===== config.mk =====
export PLATFORM = sky130hd
export DESIGN_NAME = control_unit
export DESIGN_NICKNAME = d
export VERILOG_FILES = /design/src/rtl/control_unit.sv
export SDC_FILE = /design/constraint.sdc
export NUM_CORES = 1
export LEC_CHECK = 0
export CAP_MARGIN = 10
export CORE_UTILIZATION = 30
export CTS_BUF_LIST = sky130_fd_sc_hd__clkbuf_16
export DETAILED_ROUTE_END_ITERATION = 10
export REMOVE_ABC_BUFFERS = 1
export SYNTH_ARGS = -nofsm -noshare
export SYNTH_HDL_FRONTEND = slang
export SYNTH_SLANG_ARGS = --single-unit

===== constraint.sdc =====
create_clock -name clk -period 2.75 [get_ports clk]
set_input_delay 0.55 -clock clk [delete_from_list [all_inputs] [get_ports clk]]
set_output_delay 0.55 -clock clk [all_outputs]
set_load 0.02 [all_outputs]

===== src/rtl/control_unit.sv =====
// control_unit: RW-Pioneer micro-sequencer; fetches 3-nibble instructions, drives memory and ALU.
// Optional single-step mode when RWP_SINGLE_STEP_EN is defined.
`ifndef WORD_SIZE
`define WORD_SIZE 4
`endif
`ifndef ALU_MICRO_INSTRUCTION_SIZE
`define ALU_MICRO_INSTRUCTION_SIZE 4
`define ALU_NOP      4'd0
`define ALU_BUSTOACC 4'd1
`define ALU_ACCTOBUS 4'd2
`define ALU_ADD      4'd3
`define ALU_ADDC     4'd4
`define ALU_SUB      4'd5
`define ALU_SUBC     4'd6
`endif

module control_unit (
    input  logic                                   clk,
    input  logic                                   reset,
    input  logic [`WORD_SIZE-1:0]                  bus_in,
    input  logic                                   zero_flag,
    output logic [`WORD_SIZE-1:0]                  bus_out,
    output logic [`ALU_MICRO_INSTRUCTION_SIZE-1:0] alu_instruction,
    output logic [7:0]                             mem_addr,
    output logic                                   mem_rd,
    output logic                                   mem_wr,
    output logic                                   halted
`ifdef RWP_SINGLE_STEP_EN
    ,
    input  logic                                   step
`endif
);

    localparam logic [2:0] FETCH_OP  = 3'd0;
    localparam logic [2:0] FETCH_HI  = 3'd1;
    localparam logic [2:0] FETCH_LO  = 3'd2;
    localparam logic [2:0] EXEC      = 3'd3;
    localparam logic [2:0] HALT      = 3'd4;
`ifdef RWP_SINGLE_STEP_EN
    localparam logic [2:0] STEP_WAIT = 3'd5;
`endif

    localparam logic [3:0] OP_LDA  = 4'h1;
    localparam logic [3:0] OP_STA  = 4'h2;
    localparam logic [3:0] OP_ADD  = 4'h3;
    localparam logic [3:0] OP_ADDC = 4'h4;
    localparam logic [3:0] OP_SUB  = 4'h5;
    localparam logic [3:0] OP_SUBC = 4'h6;
    localparam logic [3:0] OP_LDI  = 4'h7;
    localparam logic [3:0] OP_JMP  = 4'h8;
    localparam logic [3:0] OP_JZ   = 4'h9;
    localparam logic [3:0] OP_HLT  = 4'hF;

    logic [2:0]  state;
    logic [7:0]  pc;
    logic [11:0] ir;
    logic [3:0]  opcode;
    logic [7:0]  operand;

    assign opcode  = ir[11:8];
    assign operand = ir[7:0];

    always_ff @(posedge clk or posedge reset) begin
        if (reset) begin
            state <= FETCH_OP;
            pc    <= 8'h00;
            ir    <= 12'h000;
        end else begin
            unique case (state)
                FETCH_OP: begin
                    ir[11:8] <= bus_in;
                    pc       <= pc + 8'd1;
                    state    <= FETCH_HI;
                end
                FETCH_HI: begin
                    ir[7:4] <= bus_in;
                    pc      <= pc + 8'd1;
                    state   <= FETCH_LO;
                end
                FETCH_LO: begin
                    ir[3:0] <= bus_in;
                    pc      <= pc + 8'd1;
                    state   <= EXEC;
                end
                EXEC: begin
                    if (opcode == OP_JMP || (opcode == OP_JZ && zero_flag))
                        pc <= operand;
                    if (opcode == OP_HLT)
                        state <= HALT;
                    else
`ifdef RWP_SINGLE_STEP_EN
                        state <= STEP_WAIT;
`else
                        state <= FETCH_OP;
`endif
                end
                HALT: state <= HALT;
`ifdef RWP_SINGLE_STEP_EN
                STEP_WAIT: if (step) state <= FETCH_OP;
`endif
                default: state <= FETCH_OP;
            endcase
        end
    end

    always_comb begin
        mem_rd          = 1'b0;
        mem_wr          = 1'b0;
        mem_addr        = pc;
        bus_out         = '0;
        alu_instruction = `ALU_NOP;
        halted          = 1'b0;
        unique case (state)
            FETCH_OP, FETCH_HI, FETCH_LO: mem_rd = 1'b1;
            EXEC: begin
                unique case (opcode)
                    OP_LDA: begin
                        mem_addr        = operand;
                        mem_rd          = 1'b1;
                        alu_instruction = `ALU_BUSTOACC;
                    end
                    OP_STA: begin
                        mem_addr        = operand;
                        mem_wr          = 1'b1;
                        alu_instruction = `ALU_ACCTOBUS;
                    end
                    OP_ADD, OP_ADDC, OP_SUB, OP_SUBC: begin
                        mem_addr = operand;
                        mem_rd   = 1'b1;
                        unique case (opcode)
                            OP_ADD:  alu_instruction = `ALU_ADD;
                            OP_ADDC: alu_instruction = `ALU_ADDC;
                            OP_SUB:  alu_instruction = `ALU_SUB;
                            default: alu_instruction = `ALU_SUBC;
                        endcase
                    end
                    OP_LDI: begin
                        bus_out         = operand[3:0];
                        alu_instruction = `ALU_BUSTOACC;
                    end
                    default: ;
                endcase
            end
            HALT: halted = 1'b1;
            default: ;
        endcase
        // State resets asynchronously to FETCH_OP, so outputs must be gated too.
        if (reset) begin
            mem_rd          = 1'b0;
            mem_wr          = 1'b0;
            mem_addr        = 8'h00;
            bus_out         = '0;
            alu_instruction = `ALU_NOP;
            halted          = 1'b0;
        end
    end

endmodule


==> results.sh <==
export IMPL_routed_wl_um=3470
export IMPL_ant_nets=0
export IMPL_cts_sinks=23
export IMPL_num_rows=24
export IMPL_io_pins=26
export IMPL_required_ns=2.20
export IMPL_grt_start_max_net_pins=24
export IMPL_nNetsFinal=175
export IMPL_die_h_um=69.6
export IMPL_rsz0062_at_grt="no"
export IMPL_syn2layout_area_growth_pct=31.1
export IMPL_hold_path_class="reg2reg"
export IMPL_cp_end_kind="output port"
export IMPL_clockBufferDepth=2
export IMPL_p_sw_mw=0.903
export IMPL_fin_crit_sh=0.963
export IMPL_dr_pass1_iters=4
export IMPL_drv_cap=0
export IMPL_syn_inst=138
export IMPL_swShare=0.416
export IMPL_yosys_area_top_type_share=0.420
export IMPL_cts_made_buffers=3
export IMPL_overflow=0
export IMPL_hpwl_um=2520
export IMPL_max_stage_delay_ns=0.60
export IMPL_tns_ns=0
export IMPL_finClkSkew_ns=0.00229
export IMPL_yosysTopAreaCell="dfrtp_1"
export IMPL_worst_path_max_fanout=7
export IMPL_setup_violations=0
export IMPL_p_leak_nw=0.889
export IMPL_start_util=0.312
export IMPL_vdd_ir_drop_max_mv=0.540
export IMPL_dieArea_um2=4840
export IMPL_ys_types=34
export IMPL_routabilityCongestion=0.838
export IMPL_status="finished, final reports clean"
export IMPL_power_density_nw_per_um2=1210
export IMPL_vias_per_cell=5.30
export IMPL_finalMaxSlewViolations=0
export IMPL_ys_warn_count=0
export IMPL_ys_seq_area_frac=0.420
export IMPL_crit_type="in2out"
export IMPL_synthTopCellsByArea="dfrtp_1 42%, mux2_2 9.9%, mux2i_1 6.6%, a2bb2oi_1 3.8%, nor2_1 3.6%"
export IMPL_grt_util_all_layers=0.153
export IMPL_ctsHtreeMaxLevel=1
export IMPL_rrSetupSlack_ns=1.13
export IMPL_antenna_cells=0
export IMPL_grt_pass1_wl_um=5880
export IMPL_nFillCells=443
export IMPL_grt_pass1_vias=1142
export IMPL_arrival_ns=2.10
export IMPL_synth_seq_cells=23
export IMPL_pwr_share_clk=0.146
export IMPL_worstSkewPairLatency_ns=0.26
export IMPL_drt_iter0_drc=60
export IMPL_antenna_found_initial=0
export IMPL_wl_per_cell_um=15.9
export IMPL_cp_start_kind="input pin"
export IMPL_clk_pin_slew_worst_paths_ns=0.06
export IMPL_numPortBuffers=24
export IMPL_p_comb_frac=0.507
export IMPL_route_detailed_drc=0
export IMPL_cts_tree="done"
export IMPL_crit_path_frequent_cell="clkdlybuf4s50_1"
export IMPL_crit_chain="clkdlybuf4s50_1, nor3_1, buf_4, and3_1, clkdlybuf4s50_1"
export IMPL_worst_slew_pin_slew_ns=0.614
export IMPL_holdBufCountCts=0
export IMPL_internal_power_mw=1.27
export IMPL_pwr_share_seq=0.347
export IMPL_drive_gt1_frac=0.181
export IMPL_cp_num_buf_inv=3
export IMPL_cp_top_family="buffers and inverters"
export IMPL_syn_area_per_cell_um2=9.93
export IMPL_root_buffer="clkbuf_16"
export IMPL_max_clock_freq_ghz=0.378
export IMPL_coreArea_um2=4380
export IMPL_total_power_mw=2.17
export IMPL_dieWidth_um=69.6
export IMPL_period_needed_ns=2.65
export IMPL_cp_slowest_cell="clkdlybuf4s50_1"
export IMPL_slew_headroom=0.590
export IMPL_final_hold_violation_count=0
export IMPL_num_vias=1156
export IMPL_netlist_area_um2=1370
## sequential cells by signal (all words and copies together) (netlist names)
signal  count
pc          8
ir         12
state       3
## per-stage QoR
| step | setup WS [ns] | cell area, µm² | util | hold WS (ns) | instances |
|---|---|---|---|---|---|
| after CTS | 0.00213 | 1770 | 0.403 | 0.541 | 218 |
| after global routing | 0.0141 | 1800 | 0.410 | 0.558 | 218 |
| after detailed placement | 0.0493 | 1680 | 0.384 | 0.529 | 214 |
| after floorplan | 0.450 | 1320 | - | 0.498 | 130 |
| after global placement | 0.0371 | 1680 | 0.384 | 0.518 | 214 |
| final | 0.103 | 1800 | 0.410 | 0.542 | 218 |
## placed cells by master (no fill, tap or decap), types with 2 or more instances in the layout
cell,n
dfrtp_1,20
nor2_1,13
mux2_2,12
clkdlybuf4s50_1,12
dlymetal6s2s_1,11
a21oi_1,9
mux2i_1,9
nand2_1,8
and3_1,7
nand3_1,7
buf_4,7
a2bb2oi_1,6
nor3_1,5
and2_1,4
nor3b_1,3
inv_1,3
o21ai_0,3
o22ai_1,3
clkbuf_16,3
dfrtp_2,3
o21ai_1,2
## per-layer routing
metal,part of all wire,vias to the layer above,track usage
met5,0,-,0
met4,0.011,0,0.0476
met3,0.036,5,0.0262
met2,0.46,27,0.242
met1,0.49,568,0.215
li1,-,556,-
## synth_stat cells
cell type	n
nand3_1	7
buf_6	2
a21oi_1	9
and3_1	7
a211oi_1	1
ha_1	1
o22ai_1	3
nor4_4	1
nand4_1	1
dfrtp_1	23
clkbuf_1	2
nor2_1	13
or3_1	1
and2_1	4
mux2_2	12
nand2_1	8
a31o_2	1
o21a_1	1
nand3b_4	1
mux2i_1	9
inv_1	2
nor4b_1	1
xnor2_1	1
nor3_1	5
buf_4	1
o21ai_0	3
o21ai_1	2
conb_1	1
nand2b_1	1
buf_2	3
o22a_1	1
nor3b_1	3
a2bb2oi_1	6
and3_4	1
## final timing paths
| kind | from | to | cells after the start |
|---|---|---|---|
| hold / removal | ir[7] | ir[7] | 1 |
| max in group asynchronous | reset | state[1] | 4 |
| hold reg to reg | ir[7] | ir[7] | 1 |
| setup / recovery | reset | bus_out[2] | 5 |
| setup reg to reg | state[0] | ir[9] | 3 |
| min in group asynchronous | reset | state[2] | 4 |
## cell type report
class / count / area, µm² / area share
clock buffers: 3 / 75.1 / 0.0418
clock inverters: 1 / 3.75 / 0.00209
inverters: 2 / 7.51 / 0.00418
multi-input cells: 105 / 734 / 0.409
flip-flops and latches: 23 / 579 / 0.323
well taps: 52 / 65.1 / 0.0362
repair buffers: 32 / 330 / 0.184
## what timing repair did
| action | CTS | global route |
|---|---|---|
| setup buffers | 0 | 0 |
| resized for setup | 3 | 13 |
| gates cloned | 0 | 0 |
| endpoints found under the setup margin | 8 | 11 |
| pin swaps | 0 | 0 |
## power groups by stage
stage | clock network [mW] | registers, mW | logic, mW
finish | 0.317 | 0.754 | 1.10
detailed placement | 0 | 0.751 | 1.11
CTS | 0.318 | 0.748 | 1.11
floorplan | 0 | 0.682 | 0.776
global route | 0.334 | 0.787 | 1.21
global placement | 0 | 0.741 | 1.08
## kinds of logic (layout without fill, tap and decap cells)
kind of cell	count (synthesis)	count (layout)	synth area share
muxes	21	21	0.164
AOI/OAI and AO/OA	27	27	0.127
xor gates and xnor gates	1	1	0.00639
other	1	1	0.00274
and+or+nand+nor	54	54	0.226
DFF	23	23	0.420
buffers and inverters	10	38	0.0438
adders and majority gates	1	1	0.00913
(Power assumes the default switching activity.)
